==> config.mk <==
export PLATFORM = sky130hd
export DESIGN_NAME = sigma_uart_tx
export DESIGN_NICKNAME = d
export VERILOG_FILES = /design/src/rtl/sigma_uart_tx.sv
export SDC_FILE = /design/constraint.sdc
export NUM_CORES = 1
export LEC_CHECK = 0
export CAP_MARGIN = 20
export CELL_PAD_IN_SITES_DETAIL_PLACEMENT = 2
export CELL_PAD_IN_SITES_GLOBAL_PLACEMENT = 2
export CORE_MARGIN = 2
export CORE_UTILIZATION = 35
export CTS_CLUSTER_SIZE = 24
export DETAILED_ROUTE_END_ITERATION = 10
export PLACE_DENSITY = 0.71
export RECOVER_POWER = 50
export SYNTH_ARGS = -nofsm -noshare
export SYNTH_HDL_FRONTEND = slang
export SYNTH_SLANG_ARGS = --single-unit
==> constraint.sdc <==
create_clock -name clk -period 5.7 [get_ports clk]
set_input_delay 1.425 -clock clk [delete_from_list [all_inputs] [get_ports clk]]
set_output_delay 1.425 -clock clk [all_outputs]
set_load 0.01 [all_outputs]
==> src/rtl/sigma_uart_tx.sv <==
// Serial logger for 12-bit accumulator results: a small FIFO feeding a UART
// transmitter that sends each word as two back-to-back 8N1 bytes ({A,hi}, lo).
module sigma_uart_tx #(
  parameter int BAUD_DIV   = 16,
  parameter int FIFO_DEPTH = 4
) (
  input  logic        clk,
  input  logic        res,
  input  logic [11:0] data_in,
  input  logic        syn_in,
  output logic        tx,
  output logic        busy,
  output logic        ovf,
  output logic [1:0]  state_dbg
);

  localparam int AW = $clog2(FIFO_DEPTH);
  localparam int TW = $clog2(BAUD_DIV);

  localparam logic [1:0] IDLE  = 2'd0;
  localparam logic [1:0] START = 2'd1;
  localparam logic [1:0] DATA  = 2'd2;
  localparam logic [1:0] STOP  = 2'd3;

  logic [11:0]   mem [FIFO_DEPTH];
  logic [AW-1:0] wr_ptr, rd_ptr;
  logic [AW:0]   count;
  logic          full, empty, push, pop;

  logic [1:0]    state;
  logic [TW-1:0] timer;
  logic [2:0]    bit_cnt;
  logic          byte_idx;
  logic [19:0]   sr;
  logic [19:0]   frame;
  logic [11:0]   head;
  logic          bit_end, word_end;

  assign full     = (count == (AW+1)'(FIFO_DEPTH));
  assign empty    = (count == '0);
  assign bit_end  = (timer == TW'(BAUD_DIV - 1));
  assign word_end = (state == STOP) && byte_idx && bit_end;
  assign pop      = !empty && ((state == IDLE) || word_end);
  // A pop in the same cycle frees the slot a full-FIFO write lands in.
  assign push     = syn_in && (!full || pop);
  assign head     = mem[rd_ptr];
  // Whole word as sent, LSB first: start, byte0, stop, start, byte1, stop.
  assign frame    = {1'b1, head[7:0], 1'b0, 1'b1, 4'b1010, head[11:8], 1'b0};
  assign state_dbg = state;

  always_ff @(posedge clk) begin
    if (push) mem[wr_ptr] <= data_in;
  end

  always_ff @(posedge clk or posedge res) begin
    if (res) begin
      wr_ptr <= '0;
      rd_ptr <= '0;
      count  <= '0;
      ovf    <= 1'b0;
    end else begin
      ovf <= syn_in && full && !pop;
      if (push) wr_ptr <= wr_ptr + AW'(1);
      if (pop)  rd_ptr <= rd_ptr + AW'(1);
      case ({push, pop})
        2'b10:   count <= count + (AW+1)'(1);
        2'b01:   count <= count - (AW+1)'(1);
        default: count <= count;
      endcase
    end
  end

  always_ff @(posedge clk or posedge res) begin
    if (res) begin
      state    <= IDLE;
      timer    <= '0;
      bit_cnt  <= '0;
      byte_idx <= 1'b0;
      sr       <= '1;
      tx       <= 1'b1;
      busy     <= 1'b0;
    end else if (pop) begin
      state    <= START;
      timer    <= '0;
      bit_cnt  <= '0;
      byte_idx <= 1'b0;
      tx       <= frame[0];
      sr       <= {1'b1, frame[19:1]};
      busy     <= 1'b1;
    end else if (state != IDLE) begin
      if (bit_end) begin
        timer <= '0;
        if (word_end) begin
          state <= IDLE;
          tx    <= 1'b1;
          busy  <= 1'b0;
        end else begin
          tx <= sr[0];
          sr <= {1'b1, sr[19:1]};
          case (state)
            START: begin
              state   <= DATA;
              bit_cnt <= '0;
            end
            DATA: begin
              bit_cnt <= bit_cnt + 3'd1;
              if (bit_cnt == 3'd7) state <= STOP;
            end
            STOP: begin
              state    <= START;
              byte_idx <= 1'b1;
            end
            default: state <= IDLE;
          endcase
        end
      end else begin
        timer <= timer + TW'(1);
      end
    end
  end

endmodule

==> impl_metrics.tcl <==
set metrics [dict create \
    rsz0062_at_grt "false" \
    syn-instance-count 246 \
    cts.repair.resized 0 \
    p_comb_frac 0.130 \
    cap_violations 1 \
    critPathLaunchType "input pin" \
    power_frac_clock 0.314 \
    grt_max_degree 39 \
    synth_cell_types 45 \
    grt_overflow 0 \
    maxSlewHeadroom -0.397 \
    finalWirelength_um 7380 \
    ys_ff_latch 86 \
    die_h_um 107 \
    p_sw_w 0.000388 \
    antenna_cells 0 \
    synth_edf_count 48 \
    synth_largest_area_cell "edfxtp_1" \
    setup_viol 0 \
    fillers 1047 \
    hold_ws_ns 0.462 \
    p_sw_frac 0.272 \
    ios 20 \
    mostFrequentLayoutCells "edfxtp_1 (48), nand2_1 (30), dfrtp_1 (19), dfstp_2 (19), dlygate4sd3_1 (14)" \
    first_global_vias 2393 \
    power_frac_seq 0.556 \
    yosysSeqAreaShare 0.649 \
    postCtsSetupBuffers 0 \
    wl_per_cell_um 18.0 \
    antenna_found_initial 0 \
    cts_buffer_depth 2 \
    cts_htree_levels 3 \
    power.internal_w 0.00104 \
    crit_required_ns 5.75 \
    die-area_um2 11500 \
    first_pass_iters 4 \
    layout.cells.non_filler 411 \
    outcome "complete, but fails checks" \
    drive_gt1_frac 0.229 \
    seq_area_um2 2420 \
    fin_util 0.410 \
    path_clk_slew_ns 0.09 \
    drtAntennaViolNets 0 \
    start_util 0.361 \
    syn-cell-area_um2 3720 \
    yosysWarnings 0 \
    worst_pin_slew_ns 2.10 \
    final_common_cell "edfxtp_1" \
    viasPerCell 5.08 \
    placedCellCount 395 \
    synth_nets 274 \
    clock_latency_ns 0.35 \
    violations "capacitance limit, slew limit" \
    crit_type "in2async" \
    synth_top_area_frac 0.387 \
    finalClockSkew_ns 0.0106 \
    io_buffers 19 \
    drtIter0Drc 75 \
    numCtsBuffers 9 \
    nets 298 \
    synth-main-ff-cell "edfxtp_1" \
    crit_arrival_ns 3.52 \
    core_um2 10300 \
    cts_tree "yes" \
    cp-end-kind "async pin" \
    power.density_nw_per_um2 337 \
    routabilityCongestion 0.715 \
    num_rows 37 \
    cts_hold_buf 0 \
    placedInstanceArea_um2 4030 \
    async_flop_share 0.442 \
    hp-class "reg2reg" \
    vias 2088 \
    synth.avg_cell_area_um2 15.1 \
    drc_errors 0 \
    cp_max_fo 38 \
    cts_num_sinks 86 \
    grt_pass1_wl_um 12500 \
    power.leakage_nw 1.56 \
    dieWidth_um 107 \
    dpl.hpwl_um 4980 \
    tns_ns 0 \
    slew_violations 39 \
    stdcell_area_um2 4230 \
    max_freq_mhz 289 \
    cts_root_buf "clkbuf_8" \
    grt_usage 0.144 \
    period_minus_slack_ns 3.47 \
    synth_area_leaders "edfxtp_1 (39%), dfstp_2 (13%), dfrtp_1 (13%), mux4_2 (7.3%), ha_1 (4.0%)" \
    hold_viol_final 0 \
    post-route-period-util 0.608 \
    multiInputGateArea_um2 1200 \
    area_delta_synth_final_pct 13.6 \
    ir_drop_uv 169 \
]
==> area by class of cell <==
class | instances | share of cell area
well taps | 136 | 0.0402
multi-input cells | 141 | 0.283
flip-flops and latches | 86 | 0.571
clock inverters | 7 | 0.0192
inverters | 11 | 0.00976
repair buffers | 21 | 0.0476
clock buffers | 9 | 0.0293
==> path summary, 6_finish.rpt <==
| kind | cells after the start | slack, ns | startpoint | end |
|---|---|---|---|---|
| worst max-delay path | 3 | 2.23 | res | wr_ptr[0] |
| worst min-delay path | 2 | 0.46 | sr[12] | sr[11] |
| worst max register to register | 12 | 2.76 | state_dbg[0] | count[2] |
| worst min register to register | 2 | 0.46 | sr[12] | sr[11] |
| max in group clk | 9 | 2.63 | syn_in | count[2] |
| min in group asynchronous | 3 | 2.27 | res | bit_cnt[1] |
==> sequential cells by signal (all words and copies together) (netlist names) <==
signal,count
bit_cnt,3
busy,1
byte_idx,1
count,3
mem,48
ovf,1
rd_ptr,2
sr,18
state_dbg,2
timer,4
tx,1
wr_ptr,2
==> power groups by stage <==
| stage | Combinational (W) | Sequential [W] | Clock [W] |
|---|---|---|---|
| 2_1_floorplan | 0.000129 | 0.000791 | 0 |
| 3_3_place_gp | 0.000185 | 0.000798 | 0 |
| 3_5_place_dp | 0.000195 | 0.000806 | 0 |
| 4_1_cts | 0.000196 | 0.000793 | 0.000469 |
| 5_1_grt | 0.000214 | 0.000800 | 0.000488 |
| 6_report | 0.000186 | 0.000791 | 0.000447 |
==> cell usage after synthesis (all sizes together), types with 3 or more instances <==
cell	number
nor2	8
o22a	4
o21ai	13
xor2	3
ha	12
nand2	30
a22o	3
dfstp	19
a21oi	8
edfxtp	48
mux4	12
nand3	5
buf	7
mux2	3
dfrtp	19
xnor2	3
inv	11
a22oi	11
and3	4
==> critical path, cell delays in order <==
cell,delay (ns)
dlygate4sd3_1,0.53
inv_1,0.05
clkbuf_1,1.49
==> metal layers <==
| layer | up-vias | track usage | routed length [um] |
|---|---|---|---|
| li1 | 969 | - | - |
| met3 | 6 | 0.0328 | 155 |
| met1 | 1092 | 0.187 | 3420 |
| met5 | - | 0 | 0 |
| met2 | 21 | 0.239 | 3730 |
| met4 | 0 | 0.0445 | 77 |
==> logic make-up after synthesis <==
| logic type | count (synthesis) | share of synthesized area |
|---|---|---|
| DFF | 86 | 0.649 |
| and+or+nand+nor | 58 | 0.0783 |
| AOI/OAI and AO/OA | 48 | 0.0994 |
| buffers and inverters | 19 | 0.0296 |
| muxes | 16 | 0.0843 |
| adders and majority gates | 13 | 0.0457 |
| xor gates and xnor gates | 6 | 0.0141 |
==> per-stage QoR <==
| stage | power, W | setup WS [ns] |
|---|---|---|
| after CTS | 0.00146 | 2.72 |
| final | 0.00142 | 2.23 |
| after global routing | 0.00150 | 1.76 |
| after floorplan | 0.000920 | 3.07 |
| after detailed placement | 0.00100 | 2.35 |
| after global placement | 0.000983 | 2.45 |
(Power assumes the default switching activity.)
==> edit 1, RTL diff (same settings) <==
Put one more register stage on the output `state_dbg`. The value now appears one clock later. The other outputs are not delayed to match.
--- a/src/rtl/sigma_uart_tx.sv
+++ b/src/rtl/sigma_uart_tx.sv
@@ -46,7 +46,9 @@
   assign head     = mem[rd_ptr];
   // Whole word as sent, LSB first: start, byte0, stop, start, byte1, stop.
   assign frame    = {1'b1, head[7:0], 1'b0, 1'b1, 4'b1010, head[11:8], 1'b0};
-  assign state_dbg = state;
+  always_ff @(posedge clk) begin
+    state_dbg <= state;
+  end
 
   always_ff @(posedge clk) begin
     if (push) mem[wr_ptr] <= data_in;
Behaviour: not the same (Yosys sat finds a counterexample within 4 cycles, from zero or initial values).
==> edit 1 against the original RTL <==
The run still ends with max-capacitance violations, max-slew violations left. Worst setup slack worse by 0.016 ns. Synthesized area up 0.54%. Cell area up 1.0%. Die area up 0.52%. Sequential cell count up 2. Sequential share of layout area up 0.35 points. Highest routed layer unchanged. Cell count down 0.49%. Worst hold slack worse by 0.0095 ns. First-iteration DRC count up 6.7%. Wire length up 3.0%. Via count up 1.0%.
Power is not compared: it rests on default switching activity, and its combinational part moved more than twofold at a synthesized area within 25%.
==> edit 1: results (changes against the original RTL) <==
* Status: finished, violations left (unchanged)
* Failing checks: max-capacitance violations, max-slew violations (unchanged)
* First-pass GRT wire length at 12800 microns (was 12500 microns)
* Nets@finish at 295 (was 298)
* Reg-to-reg slack, setup at 2.80 ns (was 2.76 ns)
* Vias in the first global route at 2353 (was 2393)
* Post-DP HPWL at 5370 microns (was 4980 microns)
* R2R depth at 5 (was 12)
* WHS Endpoint: state_dbg[1] (was sr[11])
* Layout Skew at 0.0140 ns (was 0.0106 ns)
* Max Slew Vio Count at 39 (unchanged)
* Mux cell area share after synthesis at 11.3% (was 8.43%)
* WHS Path Cells at 0 (was 2)
* Post-synthesis adder-cell area fraction at 4.21% (was 4.57%)
* Max-Cap Viols at 1 (unchanged)
* Hold path start: state[1] (was sr[12])
* R2R Path End: mem[0][8] (was count[2])
* Total wire length at 7600 microns (was 7380 microns)
* Slew at the pin closest to its max-slew limit at 2.11 ns (was 2.10 ns)
* R2r startpoint: state[0] (was state_dbg[0])
* Total GRT Usage at 14.8% (was 14.4%)
* Synth top cells by count: edfxtp_1, dfrtp_1, dfstp_2 (was edfxtp_1, nand2_1, dfrtp_1, dfstp_2)
* Post-synthesis sequential area ratio at 65.6% (was 64.9%)
* DR vias at 2109 (was 2088)
* Syn nets at 270 (was 274)
* Starting DRT DRC Count at 80 (was 75)
## edit 1: cell types whose count changed after synthesis, sizes merged, moves of 4 or more
cell / delta
and2: +4
a21oi: +4
inv: +5
a32o: +6
o22ai: +8
nand2: -20
a22oi: -10
mux2: +8
## edit 1: metal layers
| layer | GRT usage, % | vias to the layer above | share of wire (%) |
|---|---|---|---|
| met5 | 0 | - | 0 |
| met4 | 4.12 | 0 | 0.87 |
| met3 | 3.45 | 5 | 2.5 |
| met2 | 24.4 | 27 | 49 |
| met1 | 19.7 | 1097 | 47 |
| li1 | - | 980 | - |
## edit 1: kinds of logic (layout without fill, tap and decap cells)
kind of cell             Yosys count  after routing
flip-flops                        88             88
buffers and inverters             22             52
multiplexers                      24             24
adder cells (fa/ha/maj)           12             12
XOR/XNOR                           4              4
AND/OR/NAND/NOR                   38             38
AO/OA/AOI/OAI                     55             55
## edit 1: cell type report
| type | instances | area (sq um) |
|---|---|---|
| multi-input cells | 133 | 1190 |
| fillers | 1033 | 6100 |
| repair buffers | 20 | 194 |
| flip-flops and latches | 88 | 2460 |
| well taps | 136 | 170 |
| clock buffers | 9 | 124 |
| inverters | 16 | 60.1 |
| clock inverters | 7 | 80.1 |
## edit 1: where the power goes
group          internal (W)  switching (W)
combinational      0.000330       0.000331
sequential         0.000887       0.000141
clock              0.000208       0.000234
total               0.00143       0.000707
## edit 1: critical path: stages
cell and delay [ns]:
dlygate4sd3_1 0.53, inv_1 0.05, clkbuf_1 1.49
## edit 1: through the flow
stage / hold slack (ns) / cells / setup WS (ns) / area, sq um
detailed placement: 0.447 / 393 / 2.09 / 4070
floorplan: 0.408 / 243 / 3.14 / 3740
finish: 0.452 / 409 / 2.22 / 4270
CTS: 0.460 / 409 / 2.48 / 4280
global placement: 0.439 / 393 / 2.20 / 4070
global route: 0.491 / 409 / 1.83 / 4270
## edit 1: how the worst max path moves through the flow
stage           start   endpoint  slack [ns]  cells after the start
6_report          res        ovf        2.22                      3
5_1_grt           res        ovf        1.83                      3
4_1_cts        syn_in  mem[0][0]        2.48                      4
3_5_place_dp   syn_in  mem[0][3]        2.09                      4
3_3_place_gp   syn_in  mem[1][2]        2.20                      4
2_1_floorplan  syn_in  mem[0][0]        3.14                      3
==> edit 2, RTL diff (same flow settings) <==
Made on the original files. `FIFO_DEPTH`: 4 -> 16.
--- a/src/rtl/sigma_uart_tx.sv
+++ b/src/rtl/sigma_uart_tx.sv
@@ -2,7 +2,7 @@
 // transmitter that sends each word as two back-to-back 8N1 bytes ({A,hi}, lo).
 module sigma_uart_tx #(
   parameter int BAUD_DIV   = 16,
-  parameter int FIFO_DEPTH = 4
+  parameter int FIFO_DEPTH = 16
 ) (
   input  logic        clk,
   input  logic        res,
Behaviour: not the same (a bounded check fails within 10 cycles, from zero or initial values).
==> edit 2 against the original RTL <==
Cell area rose to 2.6 times the old value. Largest cell class unchanged. The run still ends with max-capacitance violations, max-slew violations left. Synthesized cell count is 120% higher. Sequential cell count grew 150. Wire length rose to 3.1 times the old value. Synthesized area grew to 2.6 times the old value. Worst setup slack lost 0.58 ns. Critical endpoint is now rd_ptr[0]. Power grew to 4.1 times the old value. Cell count increased by 130%.
==> edit 2: results (changes against the original RTL) <==
* Htree depth at 1 (was 3)
* Largest registers: mem: 192 flops, sr: 18 flops, count: 5 flops (was mem: 48 flops, sr: 18 flops, timer: 4 flops)
* Combinational power share at 29.5% (was 13.0%)
* Maximum vdd drop at 0.293 mV (was 0.169 mV)
* Largest net degree at the start of global routing at 52 (was 39)
* Synth area leaders: edfxtp_1, mux4_2, dfrtp_1 (was edfxtp_1, dfstp_2, dfrtp_1)
* GP Congestion at 0.768 (was 0.715)
* Vias in the first global route at 5583 (was 2393)
* Worst-Skew Late Latency at 0.54 ns (was 0.35 ns)
* Layout Skew at 0.00932 ns (was 0.0106 ns)
* CTS Buf Count at 27 (was 9)
* Synth top cells by count: edfxtp_1, mux4_2, nand2_1 (was edfxtp_1, nand2_1, dfrtp_1, dfstp_2)
* Fraction of layout cells with a size suffix above 1 at 22.1% (was 22.9%)
* Number of flops mapped to enable cells by yosys at 192 (was 48)
* CP Max Fanout at 44 (was 38)
* Async set-reset flop share out of synthesis at 18.6% (was 44.2%)
* DR vias at 4966 (was 2088)
* Seq pwr at 0.00241 W (was 0.000791 W)
* Post_cts resized at 0 (unchanged)
* Comb pwr at 0.00172 W (was 0.000186 W)
* Root Buffer: clkbuf_16 (was clkbuf_8)
* Wire per inst at 24.9 microns (was 18.0 microns)
* Status: finished, violations left (unchanged)
* Relative slew slack at -67.8% (was -39.7%)
* Lkg Pwr at 3.68 nW (was 1.56 nW)
* Delay-heaviest family, CP: buffers and inverters (unchanged)
* Starting DRT DRC Count at 386 (was 75)
* Post-synthesis sequential area ratio at 71.9% (was 64.9%)
* Max clock buf depth at 3 (was 2)
* Clock transition at the registers of the reported paths at 0.06 ns (was 0.09 ns)
* Int Pwr at 0.00394 W (was 0.00104 W)
* Post-DP HPWL at 14600 microns (was 4980 microns)
* Max Slew Vio Count at 45 (was 39)
* Syn nets at 563 (was 274)
* Nets@finish at 597 (was 298)
* Failing checks: max-capacitance violations, max-slew violations (unchanged)
* Max incr delay on CP at 1.77 ns (was 1.49 ns)
* Total GRT Usage at 16.7% (was 14.4%)
* Synth cell types at 55 (was 45)
* Max-Cap Viols at 1 (unchanged)
* First-pass GRT wire length at 35600 microns (was 12500 microns)
-- edit 2: final timing paths --
check / startpoint / to / slack [ns] / depth (start not counted)
min in group asynchronous: res / ovf / 2.27 / 3
min reg2reg: sr[1] / sr[1] / 0.47 / 2
max reg2reg: count[1] / count[4] / 1.85 / 11
min: sr[1] / sr[1] / 0.47 / 2
max: res / rd_ptr[0] / 1.65 / 3
max in group clk: count[1] / count[4] / 1.85 / 11
-- edit 2: layout make-up --
type | count | area [sq um]
fillers | 2537 | 15800
flip-flops and latches | 236 | 6900
multi-input cells | 259 | 2500
clock buffers | 31 | 691
well taps | 341 | 427
repair buffers | 31 | 304
clock inverters | 18 | 173
inverters | 13 | 48.8
-- edit 2: kinds of logic after synthesis --
kind of cell | count (synthesis) | synth area share [%]
flops | 236 | 71.9
simple gates | 92 | 4.68
compound gates | 89 | 6.71
mux | 54 | 12.0
buf+inv | 39 | 1.95
fa+ha+maj | 14 | 1.83
xor+xnor | 10 | 0.914
-- edit 2: worst min-delay path, cell delays in order, from the launching register on --
cell and delay [ns]:
dfstp_2 0.37, nand2_1 0.05, o21ai_1 0.05
-- edit 2: metal layers --
| layer | part of all wire, % | track usage, % |
|---|---|---|
| met4 | 1.6 | 2.86 |
| met5 | 0 | 0 |
| met2 | 51 | 28.9 |
| met3 | 5.1 | 2.92 |
| met1 | 43 | 22.4 |
-- edit 2: through the flow --
stage	cells	setup WS [ns]	util, %	area [sq um]
2_1_floorplan	534	2.19	-	9580
3_3_place_gp	875	1.56	37.7	10100
3_5_place_dp	875	1.35	37.7	10100
4_1_cts	924	1.90	40.9	11000
5_1_grt	929	1.15	41.1	11000
6_report	929	1.65	41.1	11000
